--- config.mk ---
export PLATFORM = sky130hd
export DESIGN_NAME = sisc_ctrl_fsm
export DESIGN_NICKNAME = d
export VERILOG_FILES = /design/src/rtl/sisc_ctrl_fsm.sv
export SDC_FILE = /design/constraint.sdc
export NUM_CORES = 1
export LEC_CHECK = 0
export ABC_AREA = 1
export BUFFER_PORTS_ARGS = -buffer_cell sky130_fd_sc_hd__clkbuf_2
export CORE_UTILIZATION = 46
export DETAILED_ROUTE_END_ITERATION = 8
export PLACE_DENSITY = 0.85
export REMOVE_ABC_BUFFERS = 1
export SLEW_MARGIN = 20
export SYNTH_ARGS = -nofsm -noshare
export SYNTH_HDL_FRONTEND = slang
export SYNTH_SLANG_ARGS = --single-unit
export TNS_END_PERCENT = 100
--- constraint.sdc ---
create_clock -name clk -period 1.45 [get_ports clk]
set_clock_uncertainty 0.1 [all_clocks]
set_input_delay 0.145 -clock clk [delete_from_list [all_inputs] [get_ports clk]]
set_output_delay 0.145 -clock clk [all_outputs]
set_load 0.005 [all_outputs]
--- src/rtl/sisc_ctrl_fsm.sv ---
// SISC multi-cycle control unit: sequences fetch/decode/execute/mem/writeback,
// handles memory ready handshakes with a timeout, and provides halt/fault/retire status.
module sisc_ctrl_fsm #(
  parameter int STATW       = 4,
  parameter int MEM_TIMEOUT = 15,
  parameter bit FETCH_WAIT  = 1'b1,
  parameter int CNTW        = 16
) (
  input  logic             clk,
  input  logic             rst,
  input  logic [3:0]       opcode,
  input  logic [STATW-1:0] mm,
  input  logic [STATW-1:0] stat,
  input  logic             im_rdy,
  input  logic             dm_rdy,
  output logic             rf_we,
  output logic             wb_sel,
  output logic [1:0]       alu_op,
  output logic             stat_en,
  output logic             ir_load,
  output logic             pc_write,
  output logic [1:0]       pc_sel,
  output logic             im_req,
  output logic             dm_req,
  output logic             dm_we,
  output logic             halted,
  output logic             fault,
  output logic [CNTW-1:0]  instr_cnt
);

  localparam int WAITW = (MEM_TIMEOUT > 1) ? $clog2(MEM_TIMEOUT + 1) : 1;

  localparam logic [3:0] OP_LOD = 4'd1;
  localparam logic [3:0] OP_STR = 4'd2;
  localparam logic [3:0] OP_ALU = 4'd8;
  localparam logic [3:0] OP_HLT = 4'd15;

  typedef enum logic [2:0] {
    START, FETCH, DECODE, EXECUTE, MEM, WRITEBACK, HALT
  } state_t;

  state_t           state_reg;
  logic [WAITW-1:0] wait_cnt_reg;

  logic is_alu, is_lod, is_str, is_mem, is_br;
  logic br_rel, br_neg, cond_hit, br_taken, mm_imm;
  logic fetch_ok, timeout_hit;

  assign is_alu   = (opcode == OP_ALU);
  assign is_lod   = (opcode == OP_LOD);
  assign is_str   = (opcode == OP_STR);
  assign is_mem   = is_lod || is_str;
  // Branches occupy 4..7: bit0 selects PC-relative, bit1 inverts the condition.
  assign is_br    = (opcode[3:2] == 2'b01);
  assign br_rel   = opcode[0];
  assign br_neg   = opcode[1];
  assign cond_hit = ((stat & mm) != '0);
  assign br_taken = is_br && (br_neg ? !cond_hit : cond_hit);
  assign mm_imm   = (mm == STATW'(4'd8));

  assign fetch_ok    = im_rdy || !FETCH_WAIT;
  // Fires on the wait cycle that would bring the counter up to MEM_TIMEOUT.
  assign timeout_hit = (MEM_TIMEOUT != 0) && (wait_cnt_reg == WAITW'(MEM_TIMEOUT - 1));

  always_ff @(posedge clk) begin
    if (rst) begin
      state_reg    <= START;
      wait_cnt_reg <= '0;
      halted       <= 1'b0;
      fault        <= 1'b0;
      instr_cnt    <= '0;
    end else begin
      case (state_reg)
        START: begin
          state_reg    <= FETCH;
          wait_cnt_reg <= '0;
        end
        FETCH: begin
          if (fetch_ok) begin
            state_reg <= DECODE;
          end else if (timeout_hit) begin
            fault     <= 1'b1;
            halted    <= 1'b1;
            state_reg <= HALT;
          end else begin
            wait_cnt_reg <= wait_cnt_reg + WAITW'(1);
          end
        end
        DECODE: begin
          if (opcode == OP_HLT) begin
            halted    <= 1'b1;
            state_reg <= HALT;
          end else begin
            state_reg <= EXECUTE;
          end
        end
        EXECUTE: begin
          state_reg    <= MEM;
          wait_cnt_reg <= '0;
        end
        MEM: begin
          if (!is_mem || dm_rdy) begin
            state_reg <= WRITEBACK;
          end else if (timeout_hit) begin
            fault     <= 1'b1;
            halted    <= 1'b1;
            state_reg <= HALT;
          end else begin
            wait_cnt_reg <= wait_cnt_reg + WAITW'(1);
          end
        end
        WRITEBACK: begin
          state_reg    <= FETCH;
          wait_cnt_reg <= '0;
          instr_cnt    <= instr_cnt + CNTW'(1);
        end
        HALT: state_reg <= HALT;
        default: state_reg <= START;
      endcase
    end
  end

  always_comb begin
    rf_we    = 1'b0;
    wb_sel   = 1'b0;
    alu_op   = 2'b10;
    stat_en  = 1'b0;
    ir_load  = 1'b0;
    pc_write = 1'b0;
    pc_sel   = 2'b00;
    im_req   = 1'b0;
    dm_req   = 1'b0;
    dm_we    = 1'b0;
    case (state_reg)
      FETCH: begin
        im_req = 1'b1;
        if (fetch_ok) begin
          ir_load  = 1'b1;
          pc_write = 1'b1;
        end
      end
      EXECUTE: begin
        if (is_alu) begin
          alu_op  = mm_imm ? 2'b01 : 2'b00;
          stat_en = 1'b1;
        end else if (is_mem) begin
          alu_op = 2'b01;
        end else if (br_taken) begin
          pc_write = 1'b1;
          pc_sel   = br_rel ? 2'b10 : 2'b01;
        end
      end
      MEM: begin
        if (is_alu) begin
          alu_op = mm_imm ? 2'b11 : 2'b10;
        end else if (is_mem) begin
          alu_op = 2'b01;
          dm_req = 1'b1;
          dm_we  = is_str;
        end
      end
      WRITEBACK: begin
        if (is_alu) begin
          rf_we  = 1'b1;
          alu_op = mm_imm ? 2'b11 : 2'b10;
        end else if (is_lod) begin
          rf_we  = 1'b1;
          wb_sel = 1'b1;
        end
      end
      default: ;
    endcase
  end

endmodule

* Word level (Yosys, flattened, before mapping)
Cells that the tools add are included.
Operators by class: add/sub/neg operators 2, equality and inequality tests 16, multiplexer cells 51, bitwise logic cells 1, reduce and logical (&&, ||, !) cells 15
Operator list (count):
- 1-bit two-way mux | 30
- 3-bit case mux with 6 select lines | 1
- 16-bit by 1-bit adder with 16-bit output (second input constant) | 1
- 4-bit == test (second input constant) | 4
- 2-bit two-way mux | 8
- 3-bit two-way mux | 4
- 4-bit two-way mux | 3
- 4-bit case mux with 3 select lines | 1
- 3-bit == test (second input constant) | 3
- 3-bit by 2-bit == test with 1-bit output (second input constant) | 2
- 2-bit inequality test (second input constant) | 3
- 2-bit case mux with 3 select lines | 1
- 3-bit AND reduction | 2
- 3-bit nonzero test | 2
- 4-bit by 1-bit adder with 4-bit output (second input constant) | 1
- 4-bit bitwise AND | 1
- 4-bit by 1-bit == test with 1-bit output (second input constant) | 1
- 4-bit by 2-bit == test with 1-bit output (second input constant) | 1
- 1-bit case mux with 2 select lines | 2
- 4-bit AND reduction | 1
- 4-bit nonzero test | 1
- 3-bit by 1-bit == test with 1-bit output (second input constant) | 1
- 3-bit zero test | 1
- 1-bit case mux with 3 select lines | 1
- 7 further kinds | 9
Word-level totals: flip-flop bits (word level) 25, input port bits 16, output and inout bits 30, logic and storage cells 90

* Logic depth before layout (Yosys ltp)
depth after elaboration 9, depth in mapped cells 11, mapped depth without buffers 11

* Worst setup path before layout
Ideal clock, no wire load.
kind register -> register, start reg wait_cnt_reg[0], end reg wait_cnt_reg[1], library setup time 0.132 ns, arrival time 1.201 ns, required time 1.218 ns, slack 0.016 ns, cell stages (with the launch flop) 11, path buffers 0, period minus slack after synthesis 1.434 ns, path through dfxtp_1 inv_1 ha_1 nand3_1 inv_1 nand2_1 nand2_1 nand2_2 nand3_2 nand2_1 a21oi_1
Between the ends: cells in the longest elaborated chain, start to end 4, elaborated cells between the ends (all ways) 6, classes of those cells add/sub (1); eq/ne (1); mux (4)
RTL lines:
- start: declaration | line 43 | logic [WAITW-1:0] wait_cnt_reg;
- start signal: assignment | line 86 | wait_cnt_reg <= wait_cnt_reg + WAITW'(1);
- start signal: assignment | line 109 | wait_cnt_reg <= wait_cnt_reg + WAITW'(1);
- 4-bit by 1-bit adder with 4-bit output / 4-bit == test (equally long branches) | line 86, 109, 63
- 4-bit two-way mux (*) | line 81, 104
- 4-bit two-way mux (on tied branches) | line 102, 79
- 4-bit case mux with 3 select lines (*) | line 73 | case (state_reg)
Mark *: on every way between the ends. The rest lies on a longest branch, timed or not. The select of a mux whose other input is x is not followed. A chain may end at the register's enable or synchronous reset.

* Final worst setup path
start reg state_reg[1], end out alu_op[1]
Between the ends: cells in the longest elaborated chain, start to end 2, elaborated cells between the ends (all ways) 4, classes of those cells eq/ne (3); mux (1)
RTL lines:
- start: declaration | line 42 | state_t state_reg;
- start signal: assignment | line 67 | state_reg <= START;
- start signal: assignment | line 75 | state_reg <= FETCH;
- start signal: assignment | line 80 | state_reg <= DECODE;
- 3-bit == test / 3-bit by 2-bit == test with 1-bit output (equally long branches) | line 134 | case (state_reg)
- 2-bit case mux with 3 select lines (*) | line 134
- end: declaration | line 18 | output logic [1:0] alu_op,
Mark *: on every way between the ends. The rest lies on a longest branch, timed or not.

==> flow_metrics.tcl <==
set metrics [dict create \
    ys_ff_latch 25 \
    async_flop_share 0 \
    post-route-period-util 1.15 \
    fin_crit_ps 1670 \
    antenna_found_initial 0 \
    max_stage_delay_ps 390 \
    hp-class "input port to flip-flop" \
    critical_path.most_common_cell "inv_2" \
    gp_congestion 0.911 \
    drt_wl_total_microns 4660 \
    die_h_microns 58.9 \
    synth_edf_count 0 \
    required_ps 1210 \
    ctsHoldBuffers 0 \
    p_leak_nw 1.09 \
    grt_pass1_wl_microns 6750 \
    drive_above_1_share 0.450 \
    total_power_mw 1.78 \
    path_max_fanout 3 \
    ioPinCount 46 \
    yosys.area.top_type "dfxtp_1" \
    viasPerCell 5.22 \
    placementRows 20 \
    wl_met2_microns 2430 \
    tns_ps -2110 \
    worst_pin_slew_ps 496 \
    highest_layer "met4" \
    syn_inst 224 \
    cp.depth 9 \
    m1WireLength_microns 1940 \
    fmax_mhz 598 \
    powerDensity_mw_per_mm2 789 \
    cpLargestDelayFamily "flip-flops" \
    drt-pass1-iter-count 4 \
    vias 1805 \
    die_area_sq_mm 0.00347 \
    multi_input_area_sq_mm 0.00104 \
    endpoint_kind "primary output" \
    path_buf_inv 4 \
    status "finished with violations" \
    core_area_sq_mm 0.00305 \
    yosysWarningCount 0 \
    finalSetupViolCount 23 \
    slew_viol_final 0 \
    final_util 0.741 \
    grt_pass1_vias 1668 \
    cts-root-buf "clkbuf_4" \
    grt_overflow_total 0 \
    die_w_microns 58.9 \
    hold_ws_ps 80.9 \
    pre_cts_ws_ps -65.8 \
    drcViolationCount 0 \
    cts_buffers 3 \
    min_delay_path_depth 3 \
    yosys.area.top_type_share 0.336 \
    clk_pin_slew_ps 130 \
    setup_ws_ps -223 \
    ff_latch_area_sq_um 514 \
    clock_latency_ps 320 \
    fin_nets 322 \
    hold_viol 0 \
    portBuffers 45 \
    grt_start_max_net_pins 15 \
    largest_reg_flops 16 \
    diodes 0 \
    netlist_top_cells_area "dfxtp_1 (34%), nand2_1 (10%), inv_1 (9.1%), nor2_1 (8.1%), a21oi_1 (6.7%)" \
    ir_drop_v 0.000605 \
    seq_area_frac_synth 0.336 \
    layout_common_cells "clkbuf_2 (38), nand2_1 (32), inv_1 (31)" \
    cts_tree "done" \
    critPathKind "flip-flop to primary output" \
    relSlewSlack 0.669 \
    synth_cell_types 30 \
    synth.avg_cell_area_sq_um 6.65 \
    syn2layout_area_growth_pct 51.7 \
    r2r_cells 9 \
    initial_core_util 0.488 \
    maxCapViolCount 0 \
    drt_iter0_markers 107 \
    ys.flop_type "dfxtp_1" \
    rsz0062_at_grt "yes" \
    grt_usage 0.247 \
    violations "negative setup slack" \
    clkSinkCount 25 \
    met3_length_microns 206 \
    post_drt_wl_per_cell_microns 13.5 \
    dp_hpwl_microns 2890 \
    syn_area_sq_mm 0.00149 \
    h-tree-depth 1 \
    clockBufferDepth 2 \
    slowest_stage "dfxtp_4" \
    fill_cells 219 \
    final_common_cell "clkbuf_2" \
    cp_cell_sequence "inv_4 -> nand2_4 -> nor2_4 -> inv_2 -> nand2_2 -> inv_2 -> a21oi_1 -> o21ai_1 -> clkbuf_2" \
    cp-start-kind "flip-flop" \
    arrival_ps 1430 \
    ant_nets 0 \
]
## power breakdown
part           switching, mW  internal, mW
logic                  0.378         0.294
registers             0.0637         0.738
clock network          0.202         0.108
total                  0.644          1.14
## per-layer routing
layer / global-route usage / vias to the layer above
met2: 0.472 / 59
li1: - / 887
met3: 0.0352 / 13
met1: 0.278 / 846
met5: 0 / -
met4: 0.0782 / 0
## worst min-delay path, delay by kind of cell
kind            cells  cell delay, ps
compound gates      1              50
buf+inv             2             280
## synth_stat cells (2+ instances only)
cell type	instances
nor2_1	32
xor2_1	2
nor2_4	3
nand3_1	12
a22o_1	2
dfxtp_1	25
nor2_2	3
nor3_1	6
o21ai_0	10
nand3_2	2
nand4_1	8
ha_1	3
a21oi_1	20
nand2_2	5
nand2_1	41
inv_1	36
## kinds of logic after synthesis
logic type | synth area share
AND/OR/NAND/NOR | 0.384
buffers and inverters | 0.0991
AO/OA/AOI/OAI | 0.139
flip-flops | 0.336
XOR/XNOR | 0.0176
adder cells (fa/ha/maj) | 0.0252
## layout make-up
cell class / instances / area share
Inverter: 37 / 0.0636
Tap cell: 44 / 0.0243
Multi-Input combinational cell: 160 / 0.460
Clock buffer: 4 / 0.0116
Sequential cell: 25 / 0.227
Timing Repair Buffer: 76 / 0.213
## per-stage QoR
stage          std cells  instance area, sq um
2_1_floorplan        222                  1480
3_3_place_gp         330                  1900
4_1_cts              341                  2090
6_report             346                  2260
3_5_place_dp         330                  1900
5_1_grt              346                  2260
## what timing repair did
action                                  CTS  global route
pin swaps                                12            22
endpoints found under the setup margin   25            27
buffers inserted                          7             5
gates resized for setup                  33            45
## path summary, 6_finish.rpt
kind	start	end	slack (ps)
max	state_reg[1]	alu_op[1]	-220
min	rst	wait_cnt_reg[1]	80
max reg2reg	instr_cnt[1]	instr_cnt[14]	-80
min reg2reg	halted	halted	380
No activity file was read; power rests on OpenSTA's default activity.
